--- config.mk ---
export PLATFORM = sky130hd
export DESIGN_NAME = hash_drbg_core
export DESIGN_NICKNAME = d
export VERILOG_FILES = /design/src/rtl/hash_drbg_pkg.sv /design/src/rtl/hash_drbg_core.sv
export SDC_FILE = /design/constraint.sdc
export NUM_CORES = 2
export LEC_CHECK = 0
export BUFFER_PORTS_ARGS = -buffer_cell sky130_fd_sc_hd__clkbuf_2
export CAP_MARGIN = 20
export CORE_AREA = 4 4 500 502
export DETAILED_ROUTE_END_ITERATION = 7
export DIE_AREA = 0 0 504 506
export GPL_TIMING_DRIVEN = 0
export PLACE_DENSITY = 0.44
export SLEW_MARGIN = 20
export SYNTH_ARGS = -nofsm -noshare
export SYNTH_HDL_FRONTEND = slang
export SYNTH_SLANG_ARGS = --single-unit
--- constraint.sdc ---
create_clock -name clk -period 7.4 [get_ports clk]
set_clock_uncertainty 0.05 [all_clocks]
set_input_delay 0.37 -clock clk [delete_from_list [all_inputs] [get_ports clk]]
set_output_delay 0.37 -clock clk [all_outputs]
set_load 0.03 [all_outputs]
--- src/rtl/hash_drbg_pkg.sv ---
// Shared types and block-padding helper for the Hash_DRBG controller.
package hash_drbg_pkg;

  typedef enum logic [2:0] {IDLE, SHA_RST, SHA_WAIT_RDY, SHA_BUSY, COMMIT} state_e;
  typedef enum logic [1:0] {OP_INST, OP_RESEED, OP_GEN} op_e;

  // Single-block SHA-256 padding for a fixed 256-bit message
  localparam logic [255:0] SHA_PAD_256 = {1'b1, 191'b0, 64'd256};

  function automatic logic [511:0] pack_block(input logic [255:0] msg);
    return {msg, SHA_PAD_256};
  endfunction

endpackage

--- src/rtl/hash_drbg_core.sv ---
// Simplified Hash_DRBG: sequences an external sha256_core to seed, reseed and
// generate 256-bit words from internal state V.
module hash_drbg_core
  import hash_drbg_pkg::*;
#(
  parameter int RESEED_INTERVAL = 1024,
  parameter int CTR_W           = 16
) (
  input  logic         clk,
  input  logic         reset_n,
  input  logic [255:0] entropy,
  input  logic         update,
  input  logic         next,
  output logic         init_ready,
  output logic         next_ready,
  output logic         do_reseed,
  output logic [255:0] random_bits,
  output logic         sha_init,
  output logic         sha_reset_n,
  output logic [511:0] sha_block,
  input  logic         sha_ready,
  input  logic [255:0] sha_digest,
  input  logic         sha_digest_valid
);

  localparam logic [CTR_W-1:0] RI = CTR_W'(RESEED_INTERVAL);

  state_e           state, state_nx;
  op_e              op_q, start_op;
  logic [255:0]     v_q, h_q, msg;
  logic [CTR_W-1:0] ctr, ctr_inc;
  logic             upd_q, upd_pend, upd_rise, upd_evt;
  logic             init_d, start, dig_take;

  assign upd_rise = update & ~upd_q;
  assign upd_evt  = upd_pend | upd_rise;
  assign ctr_inc  = (&ctr) ? ctr : ctr + 1'b1;
  // The core may still show the previous digest right after sha_init
  assign dig_take = sha_digest_valid & ~sha_init & ~init_d;

  always_ff @(posedge clk) begin
    if (!reset_n) state <= IDLE;
    else          state <= state_nx;
  end

  always_comb begin
    state_nx = state;
    start    = 1'b0;
    start_op = OP_GEN;
    msg      = v_q;
    case (state)
      IDLE: begin
        if (upd_evt) begin
          start    = 1'b1;
          start_op = init_ready ? OP_RESEED : OP_INST;
          msg      = init_ready ? (v_q ^ entropy) : entropy;
        end else if (next && init_ready) begin
          start    = 1'b1;
          start_op = OP_GEN;
        end
        if (start) state_nx = SHA_RST;
      end
      SHA_RST:      state_nx = SHA_WAIT_RDY;
      SHA_WAIT_RDY: if (sha_ready) state_nx = SHA_BUSY;
      SHA_BUSY:     if (dig_take) state_nx = COMMIT;
      COMMIT:       state_nx = IDLE;
      default:      state_nx = IDLE;
    endcase
  end

  always_ff @(posedge clk) begin
    if (!reset_n) begin
      v_q         <= '0;
      h_q         <= '0;
      ctr         <= '0;
      op_q        <= OP_INST;
      random_bits <= '0;
      init_ready  <= 1'b0;
      next_ready  <= 1'b0;
      do_reseed   <= 1'b0;
      sha_init    <= 1'b0;
      sha_reset_n <= 1'b0;
      sha_block   <= '0;
      upd_q       <= 1'b0;
      upd_pend    <= 1'b0;
      init_d      <= 1'b0;
    end else begin
      upd_q       <= update;
      // Every update event seen in IDLE is accepted there; otherwise hold it
      upd_pend    <= (state == IDLE) ? 1'b0 : (upd_pend | upd_rise);
      sha_reset_n <= (state_nx != SHA_RST);
      sha_init    <= (state == SHA_WAIT_RDY) && sha_ready;
      init_d      <= sha_init;
      if (start) begin
        op_q      <= start_op;
        sha_block <= pack_block(msg);
        if (start_op == OP_GEN) next_ready <= 1'b0;
      end
      if (state == SHA_BUSY && dig_take) h_q <= sha_digest;
      if (state == COMMIT) begin
        case (op_q)
          OP_INST: begin
            v_q        <= h_q;
            ctr        <= '0;
            do_reseed  <= 1'b0;
            init_ready <= 1'b1;
          end
          OP_RESEED: begin
            v_q       <= h_q;
            ctr       <= '0;
            do_reseed <= 1'b0;
          end
          default: begin
            random_bits <= h_q;
            v_q         <= v_q + h_q + 256'(ctr);
            ctr         <= ctr_inc;
            do_reseed   <= (ctr_inc >= RI);
            next_ready  <= 1'b1;
          end
        endcase
      end
    end
  end

endmodule

## Word level (Yosys, flattened, before mapping)

Cells that the tools add are included.
Widths: inputs -> output; s select.

| word-level totals | value |
|---|---|
| register bits after elaboration | 1055 |
| input port bits | 518 |
| output and inout bits | 773 |

| cells by class | value |
|---|---|
| add/sub/neg operators | 3 |
| $lt $le $gt $ge | 1 |
| eq/ne operators | 7 |
| mux-type cells | 22 |
| bitwise gates (word level) | 10 |
| reductions and logical operators | 10 |

Operators with widths:

| cell | count |
|---|---|
| $mux 256 | 4 |
| $add 256x16->256 | 1 |
| $add 256x256->256 | 1 |
| $xor 256x256->256 | 1 |
| $mux 16 | 2 |
| $add 16x1->16 const B | 1 |
| $ge 16x11->1 const B | 1 |
| $reduce_and 16->1 | 1 |
| $pmux 3 s4 | 1 |
| $mux 1 | 10 |
| $mux 3 | 3 |
| $eq 3x2->1 const B | 2 |
| $not 1->1 | 5 |
| $mux 2 | 2 |
| $reduce_and 2->1 | 2 |
| $reduce_or 2->1 | 2 |
| $and 1x1->1 | 3 |
| $eq 3x1->1 const B | 1 |
| $eq 3x3->1 const B | 1 |
| $logic_and 1x1->1 | 3 |
| $logic_not 3->1 | 1 |
| $ne 3x1->1 const B | 1 |
| $eq 2x1->1 const B | 1 |
| $eq 2x2->1 const B | 1 |
| 2 further kinds | 2 |

## Depth between registers and ports, before layout

| logic depth | value |
|---|---|
| word-level depth | 10 |
| depth in mapped cells | 22 |
| depth with buffers taken out | 22 |

## Worst setup path before layout

No wires, ideal clock.

| timing path | value |
|---|---|
| path kind | register -> register |
| start point | register v_q[1] |
| end point | register v_q[241] |
| library setup time | 103 ps |
| data arrival time | 4838 ps |
| required time | 7247 ps |
| setup slack | 2408 ps |
| cell stages (with the launch flop) | 21 |
| period minus slack after synthesis | 4992 ps |
| cells stage by stage | dfxtp_1 -> fa_1 -> ha_1 -> inv_1 -> fa_1 -> and2b_1 -> o211ai_1 -> a311o_1 -> a21o_1 -> a2111oi_4 -> nor3_2 -> o41ai_2 -> a21oi_1 -> nor3_2 -> a21oi_1 -> nor2_1 -> a21o_1 -> a31oi_1 -> o31a_1 -> xor2_1 -> a2111oi_2 |

| between the ends | value |
|---|---|
| word-level cells in the longest chain between the ends | 3 |

Ends and longest elaborated chain:

| what | line | RTL |
|---|---|---|
| start: declaration | hash_drbg_core.sv:30 | `logic [255:0] v_q, h_q, msg;` |
| start signal: assignment | hash_drbg_core.sv:103 | `v_q <= h_q;` |
| start signal: assignment | hash_drbg_core.sv:109 | `v_q <= h_q;` |
| start signal: assignment | hash_drbg_core.sv:115 | `v_q <= v_q + h_q + 256'(ctr);` |
| $add 256x256->256 | hash_drbg_core.sv:115 |  |
| $add 256x16->256 | hash_drbg_core.sv:115 |  |
| $mux 256 | hash_drbg_core.sv:101 | `case (op_q)` |

No other way between the ends.
A chain may end at the register's enable or synchronous reset.

## Final worst setup path

| timing path | value |
|---|---|
| start point | register ctr[10] |
| end point | register v_q[156] |

| between the ends | value |
|---|---|
| word-level cells in the longest chain between the ends | 2 |

Ends and longest elaborated chain:

| what | line | RTL |
|---|---|---|
| start: declaration | hash_drbg_core.sv:31 | `logic [CTR_W-1:0] ctr, ctr_inc;` |
| start signal: assignment | hash_drbg_core.sv:116 | `ctr <= ctr_inc;` |
| $add 256x16->256 | hash_drbg_core.sv:115 |  |
| $mux 256 | hash_drbg_core.sv:101 |  |

No other way between the ends.

==> results <==
- The detailed router placed 77680 vias in this run.
- The effective utilization at floorplan is 0.2763.
- The floorplan step set the die height to 506 um.
- The top fanout value on the critical path is 8.
- For this design the static power due to leakage is around 36 nW.
- Dividing the detail-routed wire length by the instance count gives 27.89 um.
- The endpoint type of the worst setup path is a flip-flop.
- The floorplan step defined a die boundary enclosing 255000 um2.
- The H-tree was split into 4 levels.
- The total count of max-transition violations in the final report is 0.
- The transition time at the pin with the least slew margin is ~1300 ps.
- Across the run, the number of max-cap violations was 0.
- The number of iterations in the first detailed-routing pass is 6.
- The global-route wire length before repair is around 570000 um.
- The fmax is 0.1363 GHz.
- The count of buffers added on input and output ports is just over 1000.
- The count of nets left with antenna violations after detail routing is 0.
- The total I/O pin count is between 1000 and 1500.
- The initial antenna violation count is 45.
- Counting flops with a built-in enable in the synthesized netlist gives 0.
- The run finished with clean final reports.
- The fraction of layout cells with a size suffix above 1 is 0.1509.
- The synthesized instance count is 9242.
- Each instance of the synthesized netlist takes up on average around 7.3 um2.
- The final critical-path required period is 7338 ps.
- The most frequent standard cell in the layout excluding fill and tap cells is sky130_fd_sc_hd__a21oi_1.
- For this run, design rule violations remaining after detail routing come to 0.
- The share of the Yosys chip area taken by registers is 0.3114.
- The growth of design area from synthesis to finish is 31.13%.
- TritonCTS created 138 clock buffers.
- The count of unique library cells instantiated by Yosys is roughly 80.
- After clock tree synthesis, the clock-pin slew on the worst setup and hold paths is 60 ps.
- The overall overflow remaining after global route is 0.
- STA puts the critical path data required time at 8070 ps.
- TritonCTS built the clock tree.
- The finished cells cover 88850 um2.
- The number of global-route vias before repair came to approximately 74000.
- The worst hold-check path type is in -> reg.
- The final net count is 12250.
- The arrival time at the worst endpoint is roughly 8000 ps.
- After legalization and detailed placement, the total HPWL measured 338200 um.
- STA classifies the critical path startpoint as a flip-flop.
- The total standard cell area after synthesis is 67760 um2.
- Across every metal layer, demand over resource in global routing totals 0.3031.
- The final count of negative-setup-slack endpoints is 0.
- The number of failing hold endpoints at the final stage is 0.
- The delay of the slowest cell on the worst path is 760 ps.
- In this run the clock root is driven by a sky130_fd_sc_hd__clkbuf_16.
- The placer congestion estimate is 0.9883.
- Counting flops with an async set or reset pin after synthesis yields a share of 0.
- Measured against its own limit, the worst slew margin works out to 0.1495.
- Walking the worst path, the cells encountered are fa_1 > ha_1 > clkbuf_1 > nand4_1 > o22ai_1 > nor2_1 > o31a_1 > o31a_1 > o31ai_2 > a41oi_1 > o21bai_1 > a21boi_1 > o21a_1 > o21bai_1 > a31oi_1 > o41ai_1 > xor2_1 > mux2i_1 > a21oi_1.
- The synthesized design contains 1054 register bits.
- The pin count of the biggest net entering global routing is 17.
- The width of the die is 504 um.
- Clock tree synthesis found a total of 1054 sinks.
- The highest-delay cell along the critical path is sky130_fd_sc_hd__o31ai_2.
- The prevailing post-synth register cell is sky130_fd_sc_hd__dfxtp_1.
- The maximum number of buffers from clock root to sink is 3.
- The core region is 245300 um2.
- The top cell types in the final layout, fill and taps aside, are sky130_fd_sc_hd__a21oi_1, sky130_fd_sc_hd__nand2_1, sky130_fd_sc_hd__clkbuf_2.
- For this design the ratio of total power to cell area is ~170 nW/um2.
- Power comes to 15.28 mW.
- Setup repair after global routing left no endpoint under its margin.
- The Yosys warning count is 0.
- The ratio of routed vias to standard cells is 5.329.
- Dividing the final minimum period by the clock period gives 0.9916.
- The latest clock arrival within the worst-skew pair is 830 ps.
- For this block, the initial DRC count from the detailed router was 7041.
- IR analysis of the VDD net gives a maximum drop of 0.0001802 V.
- The placement row count is 182.
- The critical path in this run is classified as reg -> reg.
- The total wire length is 406600 um.
- The instance area at placement is 79030 um2.
[path summary, 6_finish.rpt]
check / from / to / slack [ps] / cells past startpoint
worst max-delay path: ctr[10]$_SDFFE_PN0N_ / v_q[156]$_SDFFE_PN0N_ / 60 / 19
worst min-delay path: entropy[12] / sha_block[268]$_SDFFE_PN0P_ / 40 / 5
worst max register to register: ctr[10]$_SDFFE_PN0N_ / v_q[156]$_SDFFE_PN0N_ / 60 / 19
worst min register to register: random_bits[75]$_SDFFE_PN0P_ / random_bits[75]$_SDFFE_PN0P_ / 400 / 2
[layout make-up]
class,count,area [um2]
Clock buffer,201,4015
Clock inverter,51,610.6
Tap cell,3220,4029
Multi-Input combinational cell,7437,42990
Sequential cell,1054,21100
Buffer,908,4489
Timing Repair Buffer,1584,11200
Antenna cell,26,65.06
Fill cell,26300,156400
Inverter,96,360.3
[cells by family after synthesis]
| group | Yosys count | share of synthesized area |
|---|---|---|
| XOR/XNOR | 256 | 0.03309 |
| flip-flops | 1054 | 0.3114 |
| AND/OR/NAND/NOR | 3129 | 0.1984 |
| adder cells (fa/ha/maj) | 511 | 0.09624 |
| multiplexers | 129 | 0.01909 |
| other | 1 | 0.00005534 |
| AO/OA/AOI/OAI | 3158 | 0.2719 |
| buffers and inverters | 1004 | 0.06985 |
[where the power goes]
part | switching, mW | internal (mW)
Combinational | 1.55 | 0.752
Clock | 2.94 | 4.08
Sequential | 0.138 | 5.82
Total | 4.63 | 10.6
[through the flow]
stage,setup WS [ps],hold slack [ps],utilization,cells,TNS [ps]
floorplan,2408,405.6,-,9495,0
global placement,-597.1,396.9,0.3177,13750,-22030
detailed placement,-249.6,397.6,0.3222,13790,-506.8
CTS,25.85,0.2285,0.3619,14550,0
global route,9.344,44.15,0.3621,14560,0
finish,62.27,40.27,0.3623,14580,0
[cells in the mapped netlist, drive strengths merged, types with 9 or more instances]
cell / number / share of area
a2111oi: 118 / 0.016
a211oi: 292 / 0.032
a21boi: 27 / 0.0030
a21o: 127 / 0.014
a21oi: 1602 / 0.12
a221oi: 28 / 0.0037
a31o: 10 / 0.0013
a31oi: 27 / 0.0025
a41oi: 15 / 0.0019
and2: 11 / 0.0010
and3: 51 / 0.0047
and4: 12 / 0.0016
buf: 286 / 0.030
clkbuf: 622 / 0.034
dfxtp: 1054 / 0.31
fa: 17 / 0.0050
ha: 494 / 0.091
inv: 96 / 0.0053
mux2i: 127 / 0.019
nand2: 1508 / 0.084
nand2b: 17 / 0.0016
nand3: 310 / 0.023
nand4: 150 / 0.014
nor2: 772 / 0.043
nor2b: 15 / 0.0014
nor3: 94 / 0.0071
nor4: 33 / 0.0030
o211ai: 23 / 0.0026
o21a: 42 / 0.0047
o21ai: 645 / 0.048
o21bai: 95 / 0.011
o22ai: 18 / 0.0017
o31a: 9 / 0.0012
o31ai: 31 / 0.0039
or2: 25 / 0.0023
or3: 115 / 0.011
xnor2: 150 / 0.019
xor2: 106 / 0.014
[sequential cells by signal, indices dropped and copies added, names as in the netlist]
register,cells
upd_q,1
do_reseed,1
upd_pend,1
init_ready,1
ctr,16
next_ready,1
sha_block,257
v_q,256
random_bits,256
state,3
h_q,256
sha_reset_n,1
sha_init,1
init_d,1
op_q,2
[timing repair]
item | 4_1_cts | 5_1_grt
gates cloned | 0 | 0
hold buffers | 507 | 0
buffers inserted | 0 | 0
resized for setup | 3 | 9
endpoints found under the hold margin | 508 | 0
setup endpoints to repair | 5 | 9
[critical path, delay by kind of cell, from the launching register on]
kind	cells	cell delay [ps]
buf+inv	1	270
compound gates	12	5060
flops	1	510
fa+ha+maj	2	790
simple gates	2	270
mux	1	90
xor+xnor	1	220
[routing by layer]
metal | vias up | global-route usage | share of wire
li1 | 36610 | - | -
met1 | 37670 | 0.4038 | 0.44
met2 | 2871 | 0.4958 | 0.46
met3 | 524 | 0.04583 | 0.057
met4 | 6 | 0.1105 | 0.041
met5 | - | 0 | 0.00010
No activity file was read; power rests on OpenSTA's default activity.
